--- src/rtl/ser_rd_pkg.sv ---
// Shared types and default sizing for the ser_rd_ctrl shift-register readback sequencer.
package ser_rd_pkg;

    localparam int unsigned SER_RD_LANES = 2;
    localparam int unsigned SER_RD_BITS  = 8;
    localparam int unsigned SER_RD_DIV   = 1;

    typedef enum logic [2:0] {
        IDLE     = 3'd0,
        LOAD     = 3'd1,
        SETTLE   = 3'd2,
        SHIFT_LO = 3'd3,
        SHIFT_HI = 3'd4,
        DONE     = 3'd5
    } ser_rd_state_t;

endpackage

--- src/rtl/ser_rd_phase_tick.sv ---
// DIV-cycle phase counter; phase_end marks the last cycle of each phase.
module ser_rd_phase_tick
    import ser_rd_pkg::*;
#(
    parameter int unsigned DIV = SER_RD_DIV
) (
    input  logic clk,
    input  logic rst_n,
    input  logic clr,
    output logic phase_end
);

    localparam int unsigned PW = (DIV > 1) ? $clog2(DIV) : 1;

    logic [PW-1:0] cnt;

    assign phase_end = (cnt == PW'(DIV - 1));

    always_ff @(posedge clk) begin
        if (!rst_n || clr) begin
            cnt <= '0;
        end else if (phase_end) begin
            cnt <= '0;
        end else begin
            cnt <= cnt + 1'b1;
        end
    end

endmodule

--- src/rtl/ser_rd_ctrl.sv ---
// Load/serial-clock sequencer for 74LS165-style shifters, reassembling lanes MSB-first.
// Optional SER_RD_CONT_EN adds a `cont` input for back-to-back word capture.
module ser_rd_ctrl
    import ser_rd_pkg::*;
#(
    parameter int unsigned LANES = SER_RD_LANES,
    parameter int unsigned BITS  = SER_RD_BITS,
    parameter int unsigned DIV   = SER_RD_DIV
) (
    input  logic                  clk,
    input  logic                  rst_n,
    input  logic                  start,
`ifdef SER_RD_CONT_EN
    input  logic                  cont,
`endif
    input  logic [LANES-1:0]      ser_in,
    output logic                  busy,
    output logic                  shld_n,
    output logic                  serclk,
    output logic [LANES*BITS-1:0] data,
    output logic                  valid
);

    localparam int unsigned CW = (BITS > 1) ? $clog2(BITS) : 1;

    ser_rd_state_t         state;
    ser_rd_state_t         state_nx;
    logic [CW-1:0]         bit_cnt;
    logic [LANES*BITS-1:0] sreg;
    logic                  phase_end;
    logic                  last_bit;
    logic                  cont_en;

`ifdef SER_RD_CONT_EN
    assign cont_en = cont;
`else
    assign cont_en = 1'b0;
`endif

    assign last_bit = (bit_cnt == CW'(BITS - 1));

    ser_rd_phase_tick #(.DIV(DIV)) u_phase (
        .clk       (clk),
        .rst_n     (rst_n),
        .clr       (state_nx != state),
        .phase_end (phase_end)
    );

    always_comb begin
        state_nx = state;
        case (state)
            IDLE:     if (start)     state_nx = LOAD;
            LOAD:     if (phase_end) state_nx = SETTLE;
            SETTLE:   if (phase_end) state_nx = SHIFT_LO;
            SHIFT_LO: if (phase_end) state_nx = SHIFT_HI;
            SHIFT_HI: if (phase_end) state_nx = last_bit ? DONE : SHIFT_LO;
            DONE:     state_nx = cont_en ? LOAD : IDLE;
            default:  state_nx = IDLE;
        endcase
    end

    // Outputs are decoded from the next state so they are registered yet aligned with it.
    always_ff @(posedge clk) begin
        if (!rst_n) begin
            state   <= IDLE;
            shld_n  <= 1'b1;
            serclk  <= 1'b0;
            busy    <= 1'b0;
            valid   <= 1'b0;
            data    <= '0;
            sreg    <= '0;
            bit_cnt <= '0;
        end else begin
            state  <= state_nx;
            shld_n <= (state_nx != LOAD);
            serclk <= (state_nx == SHIFT_HI);
            busy   <= (state_nx != IDLE);
            valid  <= (state_nx == DONE);

            if (state == SETTLE) begin
                bit_cnt <= '0;
            end else if (state == SHIFT_HI && phase_end && !last_bit) begin
                bit_cnt <= bit_cnt + 1'b1;
            end

            // Sample on the same edge that raises serclk, so QH is read before it advances.
            if (state == SHIFT_LO && phase_end) begin
                for (int unsigned i = 0; i < LANES; i++) begin
                    sreg[i*BITS +: BITS] <= {sreg[i*BITS +: BITS-1], ser_in[i]};
                end
            end

            if (state == SHIFT_HI && phase_end && last_bit) begin
                data <= sreg;
            end
        end
    end

endmodule
--- config.mk ---
export PLATFORM = sky130hd
export DESIGN_NAME = ser_rd_ctrl
export DESIGN_NICKNAME = d
export VERILOG_FILES = /design/src/rtl/ser_rd_pkg.sv /design/src/rtl/ser_rd_phase_tick.sv /design/src/rtl/ser_rd_ctrl.sv
export SDC_FILE = /design/constraint.sdc
export NUM_CORES = 1
export LEC_CHECK = 0
export BUFFER_PORTS_ARGS = -buffer_cell sky130_fd_sc_hd__buf_2
export CELL_PAD_IN_SITES_DETAIL_PLACEMENT = 1
export CELL_PAD_IN_SITES_GLOBAL_PLACEMENT = 1
export CORE_MARGIN = 2
export CORE_UTILIZATION = 40
export DETAILED_ROUTE_END_ITERATION = 10
export GPL_ROUTABILITY_DRIVEN = 1
export PLACE_DENSITY = 0.76
export SETUP_SLACK_MARGIN = 0.4
export SLEW_MARGIN = 20
export SYNTH_ARGS = -nofsm -noshare
export SYNTH_HDL_FRONTEND = slang
export SYNTH_SLANG_ARGS = --single-unit
export TNS_END_PERCENT = 5
--- constraint.sdc ---
create_clock -name clk -period 2.5 [get_ports clk]
set_clock_uncertainty 0.2 [all_clocks]
set_input_delay 0.5 -clock clk [delete_from_list [all_inputs] [get_ports clk]]
set_output_delay 0.5 -clock clk [all_outputs]
set_load 0.1 [all_outputs]
### After elaboration in Yosys (flattened, before gate mapping)

Cells that the tools add are included.

| operators by class | value |
|---|---|
| add/sub/neg operators | 2 |
| equality and inequality tests | 9 |
| mux-type cells | 7 |
| reductions and logical operators | 11 |
| bitwise operators | 2 |

Operator list:

| operator | count |
|---|---|
| $mux 3 | 6 |
| $pmux 3 s5 | 1 |
| $eq 3x3->1 const B | 4 |
| $eq 3x2->1 const B | 2 |
| $logic_and 1x1->1 | 4 |
| $reduce_or 2->1 | 2 |
| $add 3x1->3 const B | 1 |
| $eq 3x1->1 const B | 1 |
| $logic_not 3->1 | 1 |
| $ne 3x1->1 const B | 1 |
| $ne 3x3->1 | 1 |
| $reduce_bool 3->1 | 1 |
| $logic_not 1->1 | 2 |
| $not 1->1 | 2 |
| $add 1x1->1 const B | 1 |
| $logic_or 1x1->1 | 1 |

| word-level totals | value |
|---|---|
| input port bits | 5 |
| output and inout port bits | 20 |
| word-level logic and storage cells | 40 |
| register bits | 43 |

### Longest topological paths before layout

| logic depth | value |
|---|---|
| depth after elaboration | 7 |
| mapped depth | 7 |
| mapped depth without buffers | 6 |

### Modules after synthesis

Synthesis repeated with hierarchy kept, for this count alone.

| unflattened totals | value |
|---|---|
| cell total of the unflattened synthesis | 205 |
| area, all modules | 1726.7 µm² |

Modules (own cells, without submodules):

| module | area an instance (µm²) | seq. area each (µm²) | cells an instance | instances |
|---|---|---|---|---|
| ser_rd_ctrl | 1699.1 | 840.8 | 202 | 1 |
| ser_rd_phase_tick | 27.5 | 20.0 | 3 | 1 |

### Worst setup path after synthesis

OpenSTA, ideal clock, no wires.

| timing | value |
|---|---|
| path type | flip-flop to flip-flop |
| from | register bit_cnt[0] |
| to | register busy |
| data arrival time | 1.674 ns |
| path buffers | 0 |
| stages on the path, launching flop included | 7 |
| period minus slack after synthesis | 1.931 ns |
| library setup time | 0.057 ns |
| slack | 0.569 ns |
| data required time | 2.243 ns |
| cells stage by stage | dfxtp_1 ha_1 ha_1 or4b_1 a211o_1 o31ai_2 or3b_1 |

| between the ends | value |
|---|---|
| longest elaborated chain between the ends | 5 |

RTL lines:

| item | line | source |
|---|---|---|
| start: declaration | ser_rd_ctrl.sv:28 | `logic [CW-1:0] bit_cnt;` |
| start signal: assignment | ser_rd_ctrl.sv:83 | `bit_cnt <= bit_cnt + 1'b1;` |
| $eq 3x3->1 | ser_rd_ctrl.sv:40 | `assign last_bit = (bit_cnt == CW'(BITS - 1));` |
| $mux 3 (2 in series) | ser_rd_ctrl.sv:56 | `SHIFT_HI: if (phase_end) state_nx = last_bit ? DONE : SHIFT_LO;` |
| $pmux 3 s5 | ser_rd_ctrl.sv:51 | `case (state)` |
| $reduce_bool 3->1 | ser_rd_ctrl.sv:77 | `busy <= (state_nx != IDLE);` |
| end signal: assignment | ser_rd_ctrl.sv:77 |  |
| end: declaration | ser_rd_ctrl.sv:17 | `output logic busy,` |

Every way passes these cells.
A chain may end at the register's enable or synchronous reset.

### Worst setup path in the final report

Same ends and word-level chain as after synthesis.

==> flow_metrics.tcl <==
set metrics [dict create \
    status "finished clean" \
    grt_overflow 0 \
    p_leak_nw 0.7021 \
    hold_viol_final 0 \
    final_common_cell "nand2_1" \
    ys_seq_area_frac 0.5329 \
    grt_usage 0.1785 \
    num_vias 1357 \
    setup_viol 0 \
    htree_levels 2 \
    syn-cell-area_sq_um 1615 \
    path_clk_slew_ps 80 \
    grt_pass1_vias 1305 \
    synth_top_cell_area_share 0.5329 \
    min_to "data[2]" \
    ir_drop_mv 0.3978 \
    die_h_um 67.55 \
    synthTopCellsByArea "dfxtp_1, nand2_1, a21oi_1, buf_2, ha_1" \
    power_density_nw_per_um2 698.2 \
    ys_seq_elements 43 \
    numPortBuffers 24 \
    rsz0062_at_grt "yes" \
    layout-drive-gt1-share 0.1843 \
    cp.arrival_ps 2120 \
    grt_pass1_wl_um 5989 \
    cp.required_ps 2540 \
    fin_crit_sh 0.8320 \
    fin_crit_ps 2080 \
    layout_common_cells "nand2_1, dfxtp_1, a21oi_1" \
    cts_made_buffers 5 \
    place_congestion 0.7524 \
    hold_depth 2 \
    synth.distinct_cells 30 \
    area_growth_pct 15.10 \
    wl_um 3453 \
    ant_nets 0 \
    fillers 466 \
    post-dp-hpwl_um 2407 \
    drc 0 \
    cts_tree "yes" \
    dieArea_sq_um 4562 \
    firstDrtPassIters 4 \
    ff2ff_path_depth 6 \
    clockBufferDepth 2 \
    fin_cells 267 \
    wl_per_cell_um 12.93 \
    hp-class "reg2reg" \
    critPathLaunch "bit_cnt[0]" \
    setup_slack_ps 420.0 \
    reg2reg_to "busy" \
    synth_cells 195 \
    fmax_mhz 480.8 \
    tns_ps 0 \
    fp-row-count 23 \
    die_w_um 67.55 \
    worstSetupPathType "reg2reg" \
    nNetsFinal 223 \
    via_per_inst 5.082 \
    cp-end-kind "flip-flop" \
    post_cts_buffers 0 \
    rrSetupSlack_ps 420 \
    antenna_found_initial 0 \
    min-delay-start "data[2]" \
    start_util 0.4097 \
    syn-mean-instance-area_sq_um 8.284 \
    synth_top_cell_by_area "dfxtp_1" \
    coreArea_sq_um 3943 \
    drv_slew 0 \
    syn_nets 202 \
    rr_startpoint "bit_cnt[0]" \
    crit_path_start_kind "flip-flop" \
    ios 25 \
    utilization 0.4716 \
    cts.sinks 43 \
    insertion_delay_ps 290 \
    placedCellCount 259 \
    dp_slack_ps 443.6 \
    grt_max_degree 33 \
    dr.first_iter.drc_count 76 \
    root_buffer "clkbuf_8" \
    n_antenna_cell 0 \
    hold_buffers 0 \
    cap_violations 0 \
    ys_warn_count 0 \
    cp_max_fo 7 \
]
[cells in the mapped netlist]
cell type / instances
nand2_1: 69
dfxtp_1: 43
a21oi_1: 36
buf_2: 7
clkbuf_1: 5
nand2b_1: 4
o21ai_0: 3
and2_1: 2
ha_1: 2
inv_1: 2
nor2_1: 2
or4b_1: 2
a211o_1: 1
a211oi_1: 1
buf_6: 1
clkinv_1: 1
conb_1: 1
nand4bb_1: 1
nor2_2: 1
nor3_1: 1
nor3b_1: 1
nor3b_2: 1
nor4b_1: 1
o21a_1: 1
o21ai_2: 1
o221ai_1: 1
o31ai_1: 1
o31ai_2: 1
or3b_1: 1
xnor2_1: 1
[kinds of logic (layout without fill, tap and decap cells)]
logic type	count (synthesis)	after routing	share of synthesized area
AO/OA/AOI/OAI	46	46	0.1588
XOR/XNOR	1	1	0.005423
adder cells (fa/ha/maj)	2	2	0.01549
buffers and inverters	16	38	0.04725
flip-flops	43	43	0.5329
other	1	1	0.002322
AND/OR/NAND/NOR	86	86	0.2378
[area by class of cell]
| class | instances | area, sq um | area share |
|---|---|---|---|
| timing repair buffer | 27 | 142.6 | 0.07672 |
| clock buffer | 8 | 100.1 | 0.05384 |
| inverter | 3 | 11.26 | 0.006057 |
| multi-input combinational | 136 | 681.9 | 0.3668 |
| sequential | 43 | 860.8 | 0.4630 |
| tap | 50 | 62.56 | 0.03365 |
[state kept, by name, indices dropped and copies added (netlist names)]
signal and count:
shld_n 1, busy 1, sreg 16, data 16, u_phase.cnt 1, bit_cnt 3, serclk 1, valid 1
state 3
[metal layers]
metal / track usage / vias to the layer above / wire (um)
li1: - / 677 / -
met1: 0.1921 / 650 / 1497
met2: 0.3137 / 21 / 1758
met3: 0.05667 / 9 / 122
met4: 0.08673 / 0 / 74
met5: 0 / - / 0
[what timing repair did]
| action | CTS | global route |
|---|---|---|
| endpoints found under the setup margin | 0 | 17 |
| endpoints found under the hold margin | 0 | 0 |
| resized for setup | 0 | 2 |
[stage by stage]
stage	hold slack, ps	power [mW]	instance area, sq um
5_1_grt	276.2	1.350	1859
6_report	250.4	1.298	1859
4_1_cts	248.8	1.316	1856
2_1_floorplan	232.2	0.8219	1615
3_3_place_gp	239.9	0.8357	1755
3_5_place_dp	243.9	0.8387	1755
[worst max-delay path, cell delays in order, from the launching register on]
cell and delay, ps:
dfxtp_1 330, ha_1 200, ha_1 270, or4b_1 480, a211o_1 330, o31ai_2 80, or3b_1 140
[where the power goes]
group	internal, mW	leakage, nW	total (mW)	switching [mW]
Clock	0.252	0.0515	0.475	0.223
Sequential	0.697	0.348	0.715	0.0179
Combinational	0.0260	0.303	0.108	0.0816
Total	0.975	0.702	1.30	0.323
[how the worst max path moves through the flow]
stage / endpoint / slack [ps] / cells after the start
floorplan: busy / 570 / 6
global placement: busy / 520 / 6
finish: busy / 420 / 6
global route: busy / 350 / 6
CTS: busy / 420 / 6
detailed placement: busy / 440 / 6
Note: power is estimated with default switching activity, not from simulation.
